File: src/rtl/ram_burst_gen_if.sv
// Command, SRAM read port and status bundle for ram_burst_gen.
// The master side is the requester plus the SRAM; the slave side is the generator.
interface ram_burst_gen_if #(
  parameter int unsigned DATA_WIDTH  = 16,
  parameter int unsigned ADDR_WIDTH  = 16,
  parameter int unsigned COUNT_WIDTH = 8
);
  logic                   go;
  logic                   abort;
  logic [ADDR_WIDTH-1:0]  addr;
  logic [ADDR_WIDTH-1:0]  stride;
  logic [COUNT_WIDTH-1:0] count;
  logic [1:0]             op;
  logic                   sram_select;
  logic [ADDR_WIDTH-1:0]  sram_address;
  logic [DATA_WIDTH-1:0]  sram_read_data;
  logic                   busy;
  logic                   done;
  logic [DATA_WIDTH-1:0]  data;

  modport master (
    output go, abort, addr, stride, count, op, sram_read_data,
    input  sram_select, sram_address, busy, done, data
  );

  modport slave (
    input  go, abort, addr, stride, count, op, sram_read_data,
    output sram_select, sram_address, busy, done, data
  );
endinterface

File: src/rtl/ram_burst_gen.sv
// Strided SRAM burst reader that folds the words into a sum/xor/max/min result.
// Reads are pipelined: each word arrives one cycle after its strobe.
module ram_burst_gen #(
  parameter int unsigned DATA_WIDTH  = 16,
  parameter int unsigned ADDR_WIDTH  = 16,
  parameter int unsigned COUNT_WIDTH = 8
) (
  input  logic             clk_i,
  input  logic             rst_i,
  ram_burst_gen_if.slave   bus_io
);

  typedef enum logic [1:0] {StIdle, StRun, StDrain, StDone} state_e;

  state_e                 state_q;
  logic [ADDR_WIDTH-1:0]  addr_q;
  logic [ADDR_WIDTH-1:0]  stride_q;
  logic [COUNT_WIDTH-1:0] remain_q;
  logic [1:0]             op_q;
  logic [DATA_WIDTH-1:0]  acc_q;
  logic [DATA_WIDTH-1:0]  data_q;
  logic                   rvalid_q;
  logic                   sel_q;
  logic                   busy_q;
  logic                   done_q;

  logic [DATA_WIDTH-1:0]  acc_d;
  logic [DATA_WIDTH-1:0]  acc_init;

  function automatic logic [DATA_WIDTH-1:0] fold(input logic [1:0]            op,
                                                 input logic [DATA_WIDTH-1:0] acc,
                                                 input logic [DATA_WIDTH-1:0] word);
    case (op)
      2'd0:    return acc + word;
      2'd1:    return acc ^ word;
      2'd2:    return (word > acc) ? word : acc;
      default: return (word < acc) ? word : acc;
    endcase
  endfunction

  always_comb begin
    acc_init = (bus_io.op == 2'd3) ? {DATA_WIDTH{1'b1}} : {DATA_WIDTH{1'b0}};
    acc_d    = rvalid_q ? fold(op_q, acc_q, bus_io.sram_read_data) : acc_q;
  end

  always_ff @(posedge clk_i or posedge rst_i) begin
    if (rst_i) begin
      state_q  <= StIdle;
      addr_q   <= '0;
      stride_q <= '0;
      remain_q <= '0;
      op_q     <= '0;
      acc_q    <= '0;
      data_q   <= '0;
      rvalid_q <= 1'b0;
      sel_q    <= 1'b0;
      busy_q   <= 1'b0;
      done_q   <= 1'b0;
    end else begin
      rvalid_q <= sel_q;
      acc_q    <= acc_d;
      unique case (state_q)
        StIdle: begin
          if (bus_io.go && !bus_io.abort) begin
            stride_q <= bus_io.stride;
            remain_q <= bus_io.count;
            op_q     <= bus_io.op;
            acc_q    <= acc_init;
            busy_q   <= 1'b1;
            if (bus_io.count == '0) begin
              data_q  <= acc_init;
              done_q  <= 1'b1;
              state_q <= StDone;
            end else begin
              addr_q  <= bus_io.addr;
              sel_q   <= 1'b1;
              state_q <= StRun;
            end
          end
        end
        StRun: begin
          if (bus_io.abort) begin
            sel_q    <= 1'b0;
            busy_q   <= 1'b0;
            rvalid_q <= 1'b0;
            state_q  <= StIdle;
          end else begin
            remain_q <= remain_q - 1'b1;
            // Final read: keep the address on the last word issued.
            if (remain_q == COUNT_WIDTH'(1)) begin
              sel_q   <= 1'b0;
              state_q <= StDrain;
            end else begin
              addr_q <= addr_q + stride_q;
            end
          end
        end
        StDrain: begin
          if (bus_io.abort) begin
            busy_q   <= 1'b0;
            rvalid_q <= 1'b0;
            state_q  <= StIdle;
          end else begin
            data_q  <= acc_d;
            done_q  <= 1'b1;
            state_q <= StDone;
          end
        end
        StDone: begin
          done_q  <= 1'b0;
          busy_q  <= 1'b0;
          state_q <= StIdle;
        end
      endcase
    end
  end

  assign bus_io.sram_select  = sel_q;
  assign bus_io.sram_address = addr_q;
  assign bus_io.busy         = busy_q;
  assign bus_io.done         = done_q;
  assign bus_io.data         = data_q;

endmodule

File: src/flat_wrapper.sv
// flat-port wrapper written by rule: the top's interface ports become plain ports
module ram_burst_gen_flat 
#(
  parameter int unsigned DATA_WIDTH  = 16,
  parameter int unsigned ADDR_WIDTH  = 16,
  parameter int unsigned COUNT_WIDTH = 8
)
  (clk_i, rst_i, bus_io_go, bus_io_abort, bus_io_addr, bus_io_stride, bus_io_count, bus_io_op, bus_io_sram_read_data, bus_io_sram_select, bus_io_sram_address, bus_io_busy, bus_io_done, bus_io_data);
  ram_burst_gen_if #(.DATA_WIDTH(DATA_WIDTH), .ADDR_WIDTH(ADDR_WIDTH), .COUNT_WIDTH(COUNT_WIDTH)) bus_io_i ();
  input  logic clk_i;
  input  logic rst_i;
  input wire logic [$bits(bus_io_i.go)-1:0] bus_io_go;
  input wire logic [$bits(bus_io_i.abort)-1:0] bus_io_abort;
  input wire logic [$bits(bus_io_i.addr)-1:0] bus_io_addr;
  input wire logic [$bits(bus_io_i.stride)-1:0] bus_io_stride;
  input wire logic [$bits(bus_io_i.count)-1:0] bus_io_count;
  input wire logic [$bits(bus_io_i.op)-1:0] bus_io_op;
  input wire logic [$bits(bus_io_i.sram_read_data)-1:0] bus_io_sram_read_data;
  output wire logic [$bits(bus_io_i.sram_select)-1:0] bus_io_sram_select;
  output wire logic [$bits(bus_io_i.sram_address)-1:0] bus_io_sram_address;
  output wire logic [$bits(bus_io_i.busy)-1:0] bus_io_busy;
  output wire logic [$bits(bus_io_i.done)-1:0] bus_io_done;
  output wire logic [$bits(bus_io_i.data)-1:0] bus_io_data;
  assign bus_io_i.go = bus_io_go;
  assign bus_io_i.abort = bus_io_abort;
  assign bus_io_i.addr = bus_io_addr;
  assign bus_io_i.stride = bus_io_stride;
  assign bus_io_i.count = bus_io_count;
  assign bus_io_i.op = bus_io_op;
  assign bus_io_i.sram_read_data = bus_io_sram_read_data;
  assign bus_io_sram_select = bus_io_i.sram_select;
  assign bus_io_sram_address = bus_io_i.sram_address;
  assign bus_io_busy = bus_io_i.busy;
  assign bus_io_done = bus_io_i.done;
  assign bus_io_data = bus_io_i.data;
  ram_burst_gen #(.DATA_WIDTH(DATA_WIDTH), .ADDR_WIDTH(ADDR_WIDTH), .COUNT_WIDTH(COUNT_WIDTH)) u_core (.clk_i(clk_i), .rst_i(rst_i), .bus_io(bus_io_i));
endmodule
File: config.mk
export PLATFORM = sky130hd
export DESIGN_NAME = ram_burst_gen_flat
export DESIGN_NICKNAME = d
export VERILOG_FILES = /design/src/rtl/ram_burst_gen_if.sv /design/src/rtl/ram_burst_gen.sv /design/src/flat_wrapper.sv
export SDC_FILE = /design/constraint.sdc
export NUM_CORES = 1
export LEC_CHECK = 0
export CORE_MARGIN = 1
export CORE_UTILIZATION = 54
export CTS_CLUSTER_SIZE = 25
export DETAILED_ROUTE_END_ITERATION = 10
export DONT_BUFFER_PORTS = 1
export PLACE_DENSITY = 0.73
export SLEW_MARGIN = 20
export SYNTH_ARGS = -nofsm -noshare
export SYNTH_HDL_FRONTEND = slang
export SYNTH_SLANG_ARGS = --single-unit
File: constraint.sdc
create_clock -name clk_i -period 4.2 [get_ports clk_i]
set_clock_uncertainty 0.15 [all_clocks]
set_input_delay 0.42 -clock clk_i [delete_from_list [all_inputs] [get_ports clk_i]]
set_output_delay 0.42 -clock clk_i [all_outputs]
set_load 0.05 [all_outputs]
---- After elaboration in Yosys (flattened, before gate mapping) ----
Cells that the tools add are included.
storage, ports and cells
  input bits .............................. 62
  output and inout bits ................... 35
  flip-flop bits (word level) ............. 80
  logic and storage cells ................. 88
cells by class
  bitwise logic cells ..................... 1
  order comparisons ....................... 2
  reduce and logical (&&, ||, !) cells .... 17
  eq/ne operators ......................... 15
  add/subtract/negate cells ............... 3
  multiplexer cells ....................... 39
operator list
  cell                   number
  $mux W16               13
  $pmux W16 S2           2
  $pmux W16 S3           1
  $add A16 B16 Y16       2
  $gt A16 B16 Y1         1
  $lt A16 B16 Y1         1
  $mux W8                2
  $pmux W8 S2            1
  $xor A16 B16 Y16       1
  $reduce_and A4 Y1      3
  $mux W1                11
  $mux W2                5
  $eq A2 B2 Y1 const B   4
  $eq A8 B1 Y1 const B   1
  $logic_not A8 Y1       1
  $ne A2 B2 Y1 const B   4
  $pmux W2 S4            1
  $sub A8 B1 Y8 const B  1
  $ne A2 B1 Y1 const B   3
  $pmux W1 S3            2
  $reduce_and A2 Y1      3
  $reduce_and A5 Y1      1
  $eq A2 B1 Y1 const B   2
  $logic_not A2 Y1       2
  other kinds (8)        9

---- Depth between registers and ports, before layout ----
  depth after elaboration ................. 6
  gate-level depth with buffers ........... 11
  depth with buffers taken out ............ 11

---- Worst setup path before layout ----
No wires, ideal clock.
  path type ............................... in2reg
  start point ............................. input bus_io_sram_read_data[11]
  end point ............................... register u_core.data_q[3] (netlist: u_core.bus_io.data[3])
  buffers on the path ..................... 1
  setup time .............................. 0.125 ns
  required time ........................... 3.925 ns
  arrival time ............................ 2.581 ns
  stages .................................. 10
  slack ................................... 1.345 ns
  path through ............................ ha_1 -> buf_6 -> a21oi_2 -> a21oi_1 -> a211o_1 -> o311ai_4 -> a211oi_4 -> a221oi_2 -> a21oi_1 -> mux2_2
between the ends
  longest elaborated chain between the ends .. 6
  elaborated cells between the ends (all ways) .. 8
  classes of those cells .................. order compare: 2; mux: 6
ends and longest elaborated chain
  element                                           line                                      source
  start, declared                                   flat_wrapper.sv:18                        input wire logic [$bits(bus_io_i.sram_read_data)-1:0] bus_io_sram_read_data;
  $lt A16 B16 Y1 or $gt A16 B16 Y1 (tied branches)  ram_burst_gen.sv:37, ram_burst_gen.sv:36
  $mux W16, on equally long branches                ram_burst_gen.sv:37, ram_burst_gen.sv:36
  $pmux W16 S3 *                                    ram_burst_gen.sv:33                       case (op)
  $mux W16 *                                        ram_burst_gen.sv:43                       acc_d = rvalid_q ? fold(op_q, acc_q, bus_io.sram_read_data) : acc_q;
  $mux W16 *                                        ram_burst_gen.sv:99                       if (bus_io.abort) begin
  $pmux W16 S2 *                                    ram_burst_gen.sv:62                       unique case (state_q)
  end signal, assigned                              ram_burst_gen.sv:71                       data_q <= acc_init;
  end, declared                                     ram_burst_gen.sv:21                       logic [DATA_WIDTH-1:0] data_q;
Every way passes the cells marked *; elsewhere a longest branch is shown, timed or not. The select of a mux whose other input is x is not followed.
A chain may end at the register's enable or synchronous reset.

---- Final worst setup path ----
  start point ............................. register u_core.acc_q[5]
  end point ............................... register u_core.data_q[13] (netlist: u_core.bus_io.data[13])
between the ends
  longest elaborated chain between the ends .. 6
  elaborated cells between the ends (all ways) .. 9
  classes of those cells .................. add/sub: 1; order compare: 2; mux: 6
ends and longest elaborated chain
  element                                           line                                      source
  start, declared                                   ram_burst_gen.sv:20                       logic [DATA_WIDTH-1:0] acc_q;
  start signal, assigned                            ram_burst_gen.sv:68                       acc_q <= acc_init;
  $lt A16 B16 Y1 or $gt A16 B16 Y1 (tied branches)  ram_burst_gen.sv:37, ram_burst_gen.sv:36
  $mux W16, on equally long branches                ram_burst_gen.sv:37, ram_burst_gen.sv:36
  $pmux W16 S3 *                                    ram_burst_gen.sv:33
  $mux W16 *                                        ram_burst_gen.sv:43
  $mux W16 *                                        ram_burst_gen.sv:99
  $pmux W16 S2 *                                    ram_burst_gen.sv:62
Marks and branches as above.

==> run summary <==
The run finished with clean final reports. The cell row count was 38; the first-pass detailed-route iteration total was 5. After synthesis the netlist holds a flip-flop and latch count of 80. After clock tree synthesis, the repair step resized 0 gates. The die covers 0.0117 mm2. The library cells used most frequently in the layout, excluding fill and tap cells, are sky130_fd_sc_hd__nand2_1 (112), sky130_fd_sc_hd__dfrtp_1 (80), sky130_fd_sc_hd__a21oi_1 (64). Entering global routing, the biggest net connects 57 pins. The post-route netlist has 6.59% of its cells at a drive strength greater than 1. The number of hold violations in the final report came out at 0.

Setup violations remaining at the end of the flow were counted as 0. For this design, the sink count on the clock tree is 80. Of all nets on the critical path, the largest fanout is 9.

The run gives 0 as the max-cap check violation count. The setup total negative slack was 0 ns. 97 I/O pins were placed. Measured along the y axis, the die boundary spans 108 um. The path with the worst hold slack has its endpoint at u_core.stride_q[14]$_DFFE_PP0P_. Synthesized net count: 851.

For this run, the leading register cell type out of synthesis is sky130_fd_sc_hd__dfrtp_1. The clock insertion delay at the later pin of the skew report came out at 0.34 ns. The net count reported at finish is 840.

The share of the clock period used by the worst path works out to 76.6%. The number of synthesized flops with an enable pin is 0, and the number of H-tree levels is 3. After the first detailed-routing iteration, the DRC count stood at 353. The cell area that synthesis handed to floorplanning was 0.00610 mm2.

The worst hold path begins at bus_io_stride[14]. The core region is 0.0109 mm2. The run gives 0 as the warning count from the yosys run. Global routing used 29.3% of the available tracks across all layers. Prior to clock tree synthesis, the placed netlist has a worst setup slack of 0.988 ns. In this run the tightest slew margin relative to its limit is 46.5%. Counting cells, the worst reg-to-reg path comes to 9. For this block, the via count after detailed routing is 5578. The tools report the total wire length as 16200 um. After detailed routing, the average wire length per cell comes to 18.7 um. The post-route minimum period was 3.22 ns; the count of buffers added by post-CTS timing repair for setup was 0. Summed over all layers, the global routing overflow is 0. Largest vdd supply drop: 534 uV. Source of the worst register-to-register timing path: u_core.acc_q[5]$_DFF_PP0_. The capturing point of the worst reg2reg path was u_core.bus_io.data[13]$_DFFE_PP0P_.

The DRC violation count after routing was 0; the width of the die was 108 um. By startpoint and endpoint, the worst setup path is classified as reg2reg. After layout, the design draws a total of 6.38 mW. The number of input and output port buffers inserted is 0.

Counting the buffers created by CTS gives 9. Ranked by total cell area, the synthesized netlist is headed by sky130_fd_sc_hd__dfrtp_1 (33%), sky130_fd_sc_hd__ha_1 (11%), sky130_fd_sc_hd__nand2_1 (6.9%). STA classifies the critical path startpoint as a flop. TritonCTS built the clock tree. The tools report the type of destination of the critical path as a flop. For the internal reg-to-reg setup slack, the log shows 0.98 ns.

The library cell used most frequently in the layout, excluding fill and tap cells, is sky130_fd_sc_hd__nand2_1. The power per standard cell area was 964 mW/mm2. For the pin with the worst max-slew slack, the measured transition is 0.803 ns. The clock slew seen by the registers of the worst setup and hold paths is 0.06 ns, and the half-perimeter wire length after placement is 12000 um. The initial antenna violation count was 1; the achievable clock frequency was 311 MHz. The residual antenna-violating net count after detailed routing is 0, and the share of the synthesized area in the top cell type is 32.8%. In this run the deepest clock path goes through 2 buffers.

The post-route worst setup slack came out at 0.984 ns. The run gives 3.00 nW as the static leakage power. Critical path data arrival time: 3.30 ns. The wire length of the first global-routing pass was 26600 um; the mean instance size in the synthesized netlist was 8.30 um2. Number of vias per cell: 6.42. From synthesis to final layout, the design area changed by 8.46%. The tools report the via count of the first global-routing pass as 5555.

The initial utilization of the core area, before any placement, comes to 55.7%. The worst hold path belongs to the class in2reg. Of all flip-flops after synthesis, the portion carrying an async set or reset was 100%. Of all cell types, the one taking the most synthesized area is sky130_fd_sc_hd__dfrtp_1.

The tools report the root buffer cell as sky130_fd_sc_hd__clkbuf_16. Setup repair after global routing left no endpoint under its margin. The number of pins exceeding their max-slew limit in the final report came out at 0. The share of the Yosys chip area taken by registers is 32.8%. The congestion estimate from routability-driven global placement came to 0.944. The critical path required time is 4.28 ns, and the post-layout utilization of the core is 60.5%. The worst hold path passes through 2 cells.

Counting distinct cell types in the post-synthesis netlist gives 72. In the synthesized netlist, the number of instances is 734.
-- flip-flops by register name (all words and copies together), names as in the netlist --
signal,cells
u_core.bus_io.busy,1
u_core.bus_io.sram_select,1
u_core.rvalid_q,1
u_core.stride_q,16
u_core.bus_io.done,1
u_core.op_q,2
u_core.state_q,2
u_core.acc_q,16
u_core.remain_q,8
u_core.bus_io.data,16
u_core.bus_io.sram_address,16
-- metrics by stage --
stage          std cells  area (um2)  hold slack [ns]
5_1_grt              869        6610           0.0354
2_1_floorplan        734        6100            0.300
3_5_place_dp         850        6210            0.321
3_3_place_gp         850        6210            0.313
4_1_cts              866        6580          0.00553
6_report             869        6610           0.0358
-- kinds of logic after synthesis --
family,after synthesis,synth area share [%]
AND/OR/NAND/NOR,256,19.7
AO/OA/AOI/OAI,226,24.6
flip-flops,80,32.8
buffers and inverters,76,4.89
adder cells (fa/ha/maj),55,11.5
multiplexers,25,4.17
XOR/XNOR,16,2.30
-- critical path: stages, from the launching register on --
cell and delay [ns]:
sky130_fd_sc_hd__dfrtp_1 0.39, sky130_fd_sc_hd__inv_1 0.09, sky130_fd_sc_hd__ha_1 0.37, sky130_fd_sc_hd__nand3_1 0.19
sky130_fd_sc_hd__o221ai_1 0.16, sky130_fd_sc_hd__o211ai_1 0.22, sky130_fd_sc_hd__nand4_1 0.38, sky130_fd_sc_hd__a211oi_4 0.65
sky130_fd_sc_hd__a22oi_1 0.22, sky130_fd_sc_hd__o311ai_1 0.28
-- synthesized netlist by cell type (all sizes together), types with 4 or more instances --
cell type and instances:
a211o 4, a211oi 10, a21o 6, a21oi 68, a221oi 5, a31oi 18
and3 7, buf 7, clkbuf 25, dfrtp 80, ha 53, inv 44
mux2i 22, nand2 112, nand2b 8, nand3 17, nand4 4, nor2 55
nor2b 11, nor3 16, nor4 5, o211ai 5, o21a 6, o21ai 50
o21bai 5, o22ai 10, o311ai 5, or3 5, or4 5, xnor2 11
xor2 5
-- layout make-up --
type / instances / area, um2
Antenna cell: 1 / 2.50
Clock buffer: 11 / 243
Inverter: 44 / 168
Sequential cell: 80 / 2000
Multi-Input combinational cell: 578 / 3810
Tap cell: 140 / 175
Timing Repair Buffer: 10 / 80.1
Clock inverter: 5 / 128
Fill cell: 986 / 4320
-- power breakdown --
group,switching (mW),internal (mW),leakage (nW)
Clock,0.312,0.657,0.176
Combinational,1.97,1.34,1.86
Sequential,0.957,1.14,0.960
Total,3.23,3.14,3.00
-- routing by layer --
layer,wire length (um),up-vias,global-route usage (%)
met1,6620,2692,36.2
met5,0,-,0
met3,1350,39,7.59
li1,-,2624,-
met2,7830,223,47.9
met4,414,0,13.2
-- what timing repair did --
item / 4_1_cts / 5_1_grt
hold endpoints to repair: 0 / 47
endpoints found under the setup margin: 0 / 0
hold buffers: 0 / 2
-- worst max-delay path by stage --
stage                                    start                            endpoint  cells past startpoint
floorplan            bus_io_sram_read_data[11]   u_core.bus_io.data[3]$_DFFE_PP0P_                     10
global placement     bus_io_sram_read_data[11]  u_core.bus_io.data[13]$_DFFE_PP0P_                      8
detailed placement   u_core.acc_q[1]$_DFF_PP0_  u_core.bus_io.data[13]$_DFFE_PP0P_                      9
CTS                 u_core.acc_q[13]$_DFF_PP0_  u_core.bus_io.data[13]$_DFFE_PP0P_                      9
global route         u_core.acc_q[7]$_DFF_PP0_  u_core.bus_io.data[13]$_DFFE_PP0P_                      9
finish               u_core.acc_q[5]$_DFF_PP0_  u_core.bus_io.data[13]$_DFFE_PP0P_                      9
Power figures use the tool's default switching activity.
